--- config.mk ---
export PLATFORM = sky130hd
export DESIGN_NAME = bcd_to_bin_acc
export DESIGN_NICKNAME = d
export VERILOG_FILES = /design/src/rtl/bcd_to_bin_acc_pkg.sv /design/src/rtl/bcd_to_bin_acc_mac10.sv /design/src/rtl/bcd_to_bin_acc.sv
export SDC_FILE = /design/constraint.sdc
export NUM_CORES = 1
export LEC_CHECK = 0
export ABC_AREA = 0
export ABC_CLOCK_PERIOD_IN_PS = 7200
export BUFFER_PORTS_ARGS = -buffer_cell sky130_fd_sc_hd__buf_4
export CORE_MARGIN = 4
export CORE_UTILIZATION = 30
export DETAILED_ROUTE_END_ITERATION = 8
export GPL_ROUTABILITY_DRIVEN = 0
export PLACE_DENSITY = 0.48
export SYNTH_ARGS = -nofsm -noshare
export SYNTH_HDL_FRONTEND = slang
export SYNTH_HIERARCHICAL = 1
export SYNTH_SLANG_ARGS = --single-unit
--- constraint.sdc ---
create_clock -name clk -period 7.2 [get_ports clk]
set_input_delay 0 -clock clk [delete_from_list [all_inputs] [get_ports clk]]
set_output_delay 0 -clock clk [all_outputs]
set_load 0.05 [all_outputs]
--- src/rtl/bcd_to_bin_acc_pkg.sv ---
// Shared constants and state encoding for the BCD-to-binary accumulator.
// Also holds the BCD digit range check.
package bcd_to_bin_acc_pkg;

  localparam int BCD_MAX = 9;
  localparam int DIGIT_W = 4;

  typedef enum logic [0:0] {
    ST_ACC  = 1'b0,
    ST_HOLD = 1'b1
  } state_e;

  function automatic logic is_bcd(input logic [DIGIT_W-1:0] d);
    return (d <= DIGIT_W'(BCD_MAX));
  endfunction

endpackage

--- src/rtl/bcd_to_bin_acc_mac10.sv ---
// Combinational acc*10 + digit unit, computed with guard bits and then truncated.
// The carry flag reports any truncated bits; it stays low for in-range inputs.
module bcd_to_bin_acc_mac10
  import bcd_to_bin_acc_pkg::*;
#(
  parameter int BW = 14
) (
  input  logic [BW-1:0]      acc,
  input  logic [DIGIT_W-1:0] digit,
  output logic [BW-1:0]      nxt,
  output logic               carry
);

  logic [BW+3:0] acc_w_s;
  logic [BW+3:0] wide_s;

  assign acc_w_s = {4'b0000, acc};
  // x10 as x8 + x2 keeps the datapath to shifts and adders
  assign wide_s  = (acc_w_s << 3'd3) + (acc_w_s << 3'd1) + {{BW{1'b0}}, digit};
  assign nxt     = wide_s[BW-1:0];
  assign carry   = |wide_s[BW+3:BW];

endmodule

--- src/rtl/bcd_to_bin_acc.sv ---
// Accepts BCD digits MSD-first and accumulates them into a binary value,
// presenting value, digit count and error flag until the consumer takes it.
module bcd_to_bin_acc
  import bcd_to_bin_acc_pkg::*;
#(
  parameter int NDIG = 4,
  parameter int BW   = 14,
  parameter int CW   = 3
) (
  input  logic               clk,
  input  logic               rst,
  input  logic               in_valid,
  input  logic [DIGIT_W-1:0] in_digit,
  input  logic               in_last,
  output logic               in_ready,
  output logic               out_valid,
  output logic [BW-1:0]      out_bin,
  output logic [CW-1:0]      out_ndig,
  output logic               out_err,
  input  logic               out_ready
);

  state_e          state_r, state_nxt_s;
  logic [BW-1:0]   acc_r, acc_nxt_s, mac_s;
  logic [CW-1:0]   cnt_r, cnt_nxt_s;
  logic            err_r, err_nxt_s;
  logic            mac_carry_s;

  bcd_to_bin_acc_mac10 #(.BW(BW)) u_mac10 (
    .acc   (acc_r),
    .digit (in_digit),
    .nxt   (mac_s),
    .carry (mac_carry_s)
  );

  // Next-state and datapath decode; handshake outputs depend only on state_r
  always_comb begin
    state_nxt_s = state_r;
    acc_nxt_s   = acc_r;
    cnt_nxt_s   = cnt_r;
    err_nxt_s   = err_r;
    case (state_r)
      ST_ACC: begin
        if (in_valid) begin
          if (!is_bcd(in_digit)) begin
            err_nxt_s = 1'b1;
          end else if (cnt_r == CW'(NDIG)) begin
            err_nxt_s = 1'b1;
          end else begin
            acc_nxt_s = mac_s;
            cnt_nxt_s = cnt_r + CW'(1);
            err_nxt_s = err_r | mac_carry_s;
          end
          if (in_last) begin
            state_nxt_s = ST_HOLD;
          end else begin
            state_nxt_s = ST_ACC;
          end
        end else begin
          state_nxt_s = ST_ACC;
        end
      end
      ST_HOLD: begin
        if (out_ready) begin
          state_nxt_s = ST_ACC;
          acc_nxt_s   = BW'(0);
          cnt_nxt_s   = CW'(0);
          err_nxt_s   = 1'b0;
        end else begin
          state_nxt_s = ST_HOLD;
        end
      end
      default: begin
        state_nxt_s = ST_ACC;
        acc_nxt_s   = BW'(0);
        cnt_nxt_s   = CW'(0);
        err_nxt_s   = 1'b0;
      end
    endcase
  end

  // State, accumulator, digit count and sticky error registers
  always_ff @(posedge clk) begin
    if (rst) begin
      state_r <= ST_ACC;
      acc_r   <= BW'(0);
      cnt_r   <= CW'(0);
      err_r   <= 1'b0;
    end else begin
      state_r <= state_nxt_s;
      acc_r   <= acc_nxt_s;
      cnt_r   <= cnt_nxt_s;
      err_r   <= err_nxt_s;
    end
  end

  assign in_ready  = (state_r == ST_ACC);
  assign out_valid = (state_r == ST_HOLD);
  assign out_bin   = acc_r;
  assign out_ndig  = cnt_r;
  assign out_err   = err_r;

endmodule

==> metrics.txt, run 1 <==
Clock Skews 0.004514 ns; Pins Over Slew Limit 0; number of cells upsized or downsized after cts 0; slew margin rel. 46.52%; pwr/cell area 130.9 nW/µm²; GR Layer Usage met1 18.62%; status complete, no violations; synthesis-to-finish area growth 15.81%; largest cells by area after synthesis dfxtp_1 (21%), ha_1 (20%), a21oi_1 (8.2%); Crit Path Max Fanout 4; min Tclk post-route roughly 3.1 ns; CP startpoint out_bin[0]; I/O Buffers 28; switching power 99.38 µW; CP endpoint kind flop; total CTS buffers 3; Core Util, Final 35.76%; Post-synth top cells a21oi_1 (30), ha_1 (29), dfxtp_1 (19); Switching Share between 30% and 40%; Clk Latency, worst-skew pair between 0.2 and 0.3 ns; drt wl/cell 16.42 µm; met2 usage between 20% and 30%; RR Endpoint out_err; reg2reg start out_bin[0]; drt total wl about 5000 µm; hold slack final 0.05589 ns; Worst IR Drop VDD 78.00 µV; # IOs 29; synth warn 6; Post-synth top flop dfxtp_1; EDFF count, synth 0; actual slew at the worst max-slew pin 0.8020 ns; sequential power share ~42%; fill cell count 626; clock power share 29.0%; total gr overflow 0; Critical Path Start Type flop; Netlist Area Pre-Place 1828 µm²; antenna cells 0; clock buffer depth 2; post-synth net total 249; critical path class reg2reg; worst reg-to-reg setup slack around 4.1 ns; distinct cell type count after synthesis 46; register area share after synthesis 20.81%; Max Fclk 317.9 MHz; Synth area leader dfxtp_1; Post-Route Setup TNS 0 ns; Post-DRT Antenna Nets 0; # H-tree levels 1; CTS tree yes; CTS sink cnt 19; Syn Area/Cell 8.746 µm²; drc violations 0; combinational power share 29.4%; final setup violating endpoints 0; Initial DRC Count 110; Clock transition at path regs roughly 0.08 ns; Arrival @ worst endpoint 3.31 ns; share of layout cells above drive strength 1 18.18%; GRT busiest layer met2; vias 1694; Async SR Flop Fraction 0%; # Post-CTS Setup Buffers 0; Hold WC Path Type in2reg; Core Area 5921 µm²; Final Hold Violating Endpoints 0; placed instance count 300; worst setup path end out_err; die height 86.06 µm; max-cap viol count 0; Leak Pwr about 0.001 µW; Cells after Synth 209; die width 86.06 µm; final critical-path share of the clock period 43.69%; antenna violations before repair 0; Post-DP HPWL 3592 µm; worst r2r path cells 12; CTS root buf clkbuf_8; WP data required 7.36 ns; post-synth top area share 20.81%; Initial Util 30.87%; 1st-pass router iterations 4; grt met3 use 2.690%; Site Rows 28; DR vias/cell between 5 and 6; Yosys reg bits 19; DIE AREA 7406 µm²; Total Routing Usage GR around 14%; vias in the first global route 1737; P_int 177.8 µW; layout net count 272; most common cell in the synthesized netlist a21oi_1; unrepaired setup endpoints after global routing false; post-layout instance count excluding filler cells ~310; largest net degree at the start of global routing 18; first-pass GRT wire length 8507 µm
[routing by layer]
| layer | wire [µm] | share of wire (%) |
|---|---|---|
| met1 | 2370 | 47 |
| met2 | 2368 | 47 |
| met3 | 243 | 4.8 |
| met4 | 42 | 0.84 |
| met5 | 0 | 0 |
[state kept, by name, summed over array words and instances, names as in the netlist]
name	cells
out_bin	14
out_err	1
out_ndig	3
out_valid	1
[timing repair]
action	in CTS	in global routing
setup endpoints to repair	0	0
hold buffers	2	0
hold endpoints to repair	2	0
[how the worst min path moves through the flow]
stage                          from         end  slack, ns  depth (start not counted)
after floorplan             in_last   out_valid       0.14                          2
after global placement      in_last   out_valid       0.23                          3
after detailed placement    in_last   out_valid       0.24                          3
after CTS                 out_ready   out_valid       0.05                          3
after global routing            rst  out_bin[3]       0.07                          2
final                           rst  out_bin[0]       0.06                          2
[area by class of cell]
| class | count | area, µm² | share of cell area [%] |
|---|---|---|---|
| multi-input combinational | 166 | 1319 | 62.29 |
| tap | 75 | 93.84 | 4.433 |
| inverter | 11 | 41.29 | 1.950 |
| clock buffer | 4 | 45.04 | 2.128 |
| timing repair buffer | 31 | 237.7 | 11.23 |
| sequential | 19 | 380.4 | 17.97 |
[through the flow]
stage          cell area (µm²)  total power, µW  setup slack [ns]
2_1_floorplan             1828            176.4             3.940
3_3_place_gp              2052            199.2             4.228
3_5_place_dp              2052            198.2             4.093
4_1_cts                   2117            281.9             4.071
5_1_grt                   2117            294.8             3.788
6_report                  2117            277.1             4.055
[power by group through the flow]
stage / clock, µW / combinational, µW / sequential, µW
floorplan: 0 / 44.5 / 132
global placement: 0 / 81.5 / 118
detailed placement: 0 / 80.5 / 118
CTS: 84.8 / 81.9 / 115
global route: 88.7 / 90.2 / 116
finish: 80.4 / 81.6 / 115
[worst max-delay path, cell delays in order, from the launching register on]
cell and delay, ns:
dfxtp_1 0.38, inv_1 0.08, fa_1 0.53, inv_1 0.07, fa_1 0.47, a21oi_1 0.20
nand4b_1 0.16, a21oi_1 0.10, o211ai_1 0.21, nor3b_1 0.24, o211ai_1 0.11, o31a_2 0.35
o21a_1 0.16
[cells by family (layout without fill, tap and decap cells)]
family	Yosys count	after routing	share of synthesized area, %
muxes	2	2	1.095
adders and majority gates	31	31	22.04
DFF	19	19	20.81
AOI/OAI and AO/OA	73	73	27.93
buffers and inverters	24	46	7.050
and+or+nand+nor	48	48	15.33
xor gates and xnor gates	12	12	5.749
[layout by cell type, fill, tap and decap left out, types with 2 or more instances in the layout]
cell            n
nand3_1         2
buf_4          29
o311ai_0        6
a21oi_2         2
o21a_1          3
o211ai_1        2
nand2b_1        2
nand2_1         8
a31oi_1         2
xor2_1          6
a21o_1          3
mux2i_1         2
ha_1           29
dlygate4sd3_1   2
nor2_1          7
and2_1          4
a21oi_1        30
o311ai_1        9
o21ai_0         3
inv_1          11
xnor2_1         6
nor2b_1         2
dfxtp_1        19
nor3b_1         2
clkbuf_8        3
fa_1            2
nand4_1        16
Power figures use the tool's default switching activity.
==> run 2: changes to the inputs <==
ABC_CLOCK_PERIOD_IN_PS = 3250   (was 7200)
clock period = 3.25 ns   (was 7.2 ns; I/O delays follow)
==> run 2 against run 1 <==
  * Critical endpoint unchanged
  * Routed wire length grew 0.98%
  * Non-clock buffer count is 1 higher
  * Worst hold slack worse by 0.0042 ns
  * Global-route usage is 0.11 points higher
  * Setup slack worse by 3.9 ns
  * Total power grew 120%
  * Critical path depth stayed put
  * Die area is the same
  * Flip-flop and latch count stayed put
==> metrics.txt, run 2 (synthesis results as in run 1) <==
CP endpoint kind flop; # H-tree levels 1 (unchanged); share of layout cells above drive strength 1 19.40% (+1.2 points); # IOs 29 (unchanged); final setup violating endpoints 0 (unchanged); layout net count 273 (+0.37%); most common library cell in the layout ignoring fill and taps buf_4; Core Area 5921 µm² (unchanged); critical path class reg2reg; Leak Pwr 0.0009791 µW (+0.54%); drt wl/cell 16.52 µm (+0.65%); fin area 2130 µm² (+0.59%); Area after DPL 2053 µm² (about the same); max incr delay on CP 0.50 ns (-0.03 ns); Arrival @ worst endpoint 3.23 ns (-0.08 ns); Post-DP HPWL 3595 µm (+0.10%); slowest CP cell fa_1; actual slew at the worst max-slew pin 0.7838 ns (-0.01822 ns); drc violations 0 (unchanged); synthesis-to-finish area growth 16.50%; DR vias/cell 5.609 (+1.3%); Max Fclk 326.3 MHz (+2.6%); I/O Buffers 28 (unchanged); Critical Path Start Type flop; Crit Path Max Fanout 4 (unchanged); Post-Route Setup TNS 0 ns (unchanged); hold path startpoint rst; antenna violations before repair 0 (unchanged); 1st-pass router iterations 4 (unchanged); total CTS buffers 3 (unchanged); hold path endpoint out_bin[0]; Clock transition at path regs 0.09 ns (about the same); Clock Skews 0.003784 ns (-0.0007304 ns); CTS sink cnt 19 (unchanged); vias in the first global route 1766 (+1.7%); Site Rows 28 (unchanged); drt total wl 5073 µm (+0.98%); min Tclk post-route 3.065 ns (-0.08025 ns); cell count of the worst hold path 2 (unchanged); Total Routing Usage GR 14.41% (+0.11 points); Initial Util 30.87% (unchanged); worst r2r path cells 12 (unchanged); flip-flop count of the largest register after layout 14 (unchanged); CTS tree yes; WP data required 3.41 ns (-3.95 ns); DIE AREA 7406 µm² (unchanged); largest net degree at the start of global routing 18 (unchanged); die height 86.06 µm (unchanged); pwr/cell area 290.8 nW/µm² (+120%); fill cell count 608 (-2.9%); most frequent cells in the layout buf_4 (30), a21oi_1 (29), ha_1 (29); power consumption 619.2 µW (+120%); Initial DRC Count 99 (-10%); final critical-path share of the clock period 94.31% (+51 points); status complete, no violations; antenna cells 0 (unchanged); worst reg-to-reg setup slack 0.18 ns (-3.87 ns); Clk Latency, worst-skew pair 0.26 ns (about the same); CTS root buf clkbuf_8; Pins Over Slew Limit 0 (unchanged); Final Hold Violating Endpoints 0 (unchanged); first-pass GRT wire length 8735 µm (+2.7%); max-cap viol count 0 (unchanged); clock buffer depth 2 (unchanged); total gr overflow 0 (unchanged); vias 1722 (+1.7%); hold slack final 0.05172 ns (-0.004166 ns); Post-DRT Antenna Nets 0 (unchanged); die width 86.06 µm (unchanged); reg2reg start out_bin[2]; RR Endpoint out_err; Hold WC Path Type in2reg; placed instance count 300 (unchanged); post-layout instance count excluding filler cells 307 (+0.33%); Worst IR Drop VDD 156.6 µV (+100%); crit-path cells inv_1, fa_1, inv_1, fa_1, a21oi_2, nand4b_1, a21oi_1, o211ai_1, nor3b_1, o211ai_1, o31a_2, o21a_1; slew margin rel. 47.74% (+1.2 points)
-- run 2: cell type report --
cell class,count,area [µm²],share of cell area (%)
Clock buffer,4,45.04,2.115
Tap cell,75,93.84,4.407
Inverter,11,41.29,1.939
Timing Repair Buffer,32,245.2,11.52
Sequential cell,19,381.6,17.92
Multi-Input combinational cell,166,1323,62.10
-- run 2: worst max path at each step --
| stage | from | endpoint | slack [ns] | depth (start not counted) |
|---|---|---|---|---|
| after floorplan | out_bin[2] | out_err | 0.03 | 12 |
| after global placement | out_bin[2] | out_err | 0.29 | 12 |
| after detailed placement | out_bin[2] | out_err | 0.20 | 12 |
| after CTS | out_bin[2] | out_err | 0.15 | 12 |
| after global routing | out_bin[2] | out_err | -0.003 | 12 |
| final | out_bin[2] | out_err | 0.18 | 12 |
-- run 2: through the flow --
step                utilization, %  worst slack [ns]
floorplan                        -           0.02805
global placement             34.68            0.2934
detailed placement           34.68            0.1964
CTS                          35.78            0.1535
global route                 35.97         -0.002601
finish                       35.97            0.1849
-- run 2: critical path: cells and delay by family (launching register included) --
kind / cells / cell delay, ns
simple gates: 2 / 0.36
flops: 1 / 0.38
fa+ha+maj: 2 / 0.98
buf+inv: 2 / 0.14
compound gates: 6 / 1.10
-- run 2: power by group --
group	internal, µW	switching (µW)
Clock	87.4	95.2
Combinational	63.8	118
Sequential	243	11.9
Total	394	225
-- run 2: what timing repair did --
| item | in CTS | in global routing |
|---|---|---|
| endpoints found under the hold margin | 2 | 0 |
| setup buffers | 0 | 1 |
| hold buffers | 2 | 0 |
| resized for setup | 0 | 1 |
| setup endpoints to repair | 0 | 1 |
-- run 2: routing by layer --
metal | track usage [%] | up-vias | part of all wire, % | wire length [µm]
met4 | 2.590 | 0 | 0.45 | 23
li1 | - | 849 | - | -
met1 | 19.62 | 829 | 48 | 2437
met5 | 0 | - | 0 | 0
met3 | 2.017 | 2 | 4.9 | 249
met2 | 24.32 | 42 | 47 | 2362
==> run 3: changes to the inputs <==
CORE_MARGIN = unset   (was 4)
==> run 3 against run 2 <==
  * Combinational power about the same
  * Highest routed layer unchanged
  * Routed wire length fell by 1.7%
  * Non-clock buffer count unchanged
  * Sequential power about the same
  * First-iteration DRC count is 26% lower
  * Clock power about the same
  * Critical path type unchanged
  * Global-route usage up 2.2 points
  * Largest cell class unchanged
  * Core utilization grew 0.26 points
==> metrics.txt, run 3 (synthesis results as in run 1) <==
Post-DRT Antenna Nets 0 (unchanged); Initial DRC Count 73 (-26%); die width 80.06 µm (-7.0%); CTS tree yes; layout net count 273 (unchanged); worst reg-to-reg setup slack 0.23 ns (+0.05 ns); Total Routing Usage GR 16.60% (+2.2 points); actual slew at the worst max-slew pin 0.8492 ns (+0.06537 ns); die height 80.06 µm (-7.0%); vias in the first global route 1679 (-4.9%); # IOs 29 (unchanged); drt wl/cell 16.24 µm (-1.7%); post-layout instance count excluding filler cells 307 (unchanged); Leak Pwr 0.0009826 µW (+0.36%); share of layout cells above drive strength 1 19.83% (+0.43 points); Worst IR Drop VDD 198.3 µV (+27%); antenna cells 0 (unchanged); flip-flop count of the largest register after layout 14 (unchanged); Hold WC Path Type in2reg; total CTS buffers 3 (unchanged); Initial Util 31.06% (+0.18 points); Critical Path Start Type flop; antenna violations before repair 0 (unchanged); Clk Latency, worst-skew pair 0.26 ns (about the same); final critical-path share of the clock period 92.84% (-1.5 points); Max Fclk 331.4 MHz (+1.6%); WP data required 3.41 ns (about the same); Post-Route Setup TNS 0 ns (unchanged); RR Endpoint out_err; synthesis-to-finish area growth 16.63%; clock buffer depth 2 (unchanged); min Tclk post-route 3.017 ns (-0.04792 ns); total gr overflow 0 (unchanged); Arrival @ worst endpoint 3.18 ns (-0.05 ns); placed instance count 301 (+0.33%); CTS root buf clkbuf_8; Core Util, Final 36.22% (+0.26 points); drc violations 0 (unchanged); Clock Skews 0.003615 ns (-0.0001695 ns); first-pass GRT wire length 8286 µm (-5.1%); Clock transition at path regs 0.08 ns (about the same); # H-tree levels 1 (unchanged); cell count of the worst hold path 2 (unchanged); critical path class reg2reg; hold path startpoint rst; I/O Buffers 28 (unchanged); drt total wl 4987 µm (-1.7%); Core Area 5886 µm² (-0.59%); Site Rows 28 (unchanged); Final Hold Violating Endpoints 0 (unchanged); status complete, no violations; CTS sink cnt 19 (unchanged); CP endpoint kind flop; Crit Path Max Fanout 4 (unchanged); 1st-pass router iterations 4 (unchanged); slew margin rel. 43.38% (-4.4 points); final setup violating endpoints 0 (unchanged); Pins Over Slew Limit 0 (unchanged); reg2reg start out_bin[0]; Post-DP HPWL 3501 µm (-2.6%); DR vias/cell 5.612 (about the same); DIE AREA 6410 µm² (-13%); worst r2r path cells 12 (unchanged); max-cap viol count 0 (unchanged); most frequent cells in the layout a21oi_1 (30), buf_4 (30), ha_1 (29); pwr/cell area 289.3 nW/µm² (-0.52%); hold path endpoint out_bin[2]; vias 1723 (+0.058%); unrepaired setup endpoints after global routing false; largest net degree at the start of global routing 18 (unchanged); fill cell count 637 (+4.8%)
run 3: changes by cell type in the layout (fill, tap and decap cells not counted):
cell     delta
nor3b_1     -1
nor3b_2     +1
a21oi_2     -1
dfxtp_1     -1
a21oi_1     +1
dfxtp_2     +1
run 3: final cells by class:
| cell class | instances | area [µm²] | share of cell area, % |
|---|---|---|---|
| timing repair buffer | 32 | 245.2 | 11.50 |
| tap | 75 | 93.84 | 4.401 |
| clock buffer | 4 | 45.04 | 2.113 |
| multi-input combinational | 166 | 1324 | 62.09 |
| inverter | 11 | 41.29 | 1.937 |
| sequential | 19 | 382.9 | 17.96 |
run 3: power breakdown:
| part | internal, µW | switching [µW] | leakage (µW) |
|---|---|---|---|
| combinational | 64.1 | 118 | 0.000805 |
| clock | 87.4 | 92.3 | 0.0000228 |
| sequential | 243 | 11.7 | 0.000155 |
| total | 395 | 222 | 0.000983 |
run 3: metrics by stage:
step | area, µm² | worst slack [ns] | hold slack [ns] | total power (µW)
final | 2132 | 0.2328 | 0.05401 | 616.7
after global routing | 2132 | 0.01861 | 0.06399 | 650.3
after CTS | 2126 | 0.2034 | 0.04618 | 621.6
after detailed placement | 2061 | 0.2437 | 0.2399 | 440.3
after global placement | 2061 | 0.2862 | 0.2366 | 444.0
after floorplan | 1829 | 0.02805 | 0.1427 | 390.9
run 3: worst max-delay path, cell delays in order (launching register included):
cell and delay [ns]:
dfxtp_2 0.36, inv_1 0.06, fa_1 0.52, inv_1 0.07
fa_1 0.46, a21oi_1 0.19, nand4b_1 0.15, a21oi_1 0.10
o211ai_1 0.21, nor3b_2 0.21, o211ai_1 0.10, o31a_2 0.34
o21a_1 0.16
run 3: how the worst max path moves through the flow:
stage	startpoint	depth (start not counted)	slack, ns	endpoint
detailed placement	out_bin[2]	12	0.24	out_err
CTS	out_bin[2]	12	0.20	out_err
finish	out_bin[0]	12	0.23	out_err
floorplan	out_bin[2]	12	0.03	out_err
global route	out_bin[0]	12	0.02	out_err
global placement	out_bin[2]	12	0.29	out_err
run 3: what timing repair did:
item,4_1_cts,5_1_grt
gates resized for setup,0,2
hold endpoints to repair,2,0
endpoints found under the setup margin,0,1
setup buffers,0,0
hold buffers,2,0
run 3: metal layers:
metal / track usage (%) / up-vias / routed length [µm]
met5: 0 / - / 0
met4: 3.214 / 0 / 36
met3: 1.705 / 4 / 210
met2: 28.12 / 40 / 2303
met1: 22.72 / 830 / 2437
li1: - / 849 / -
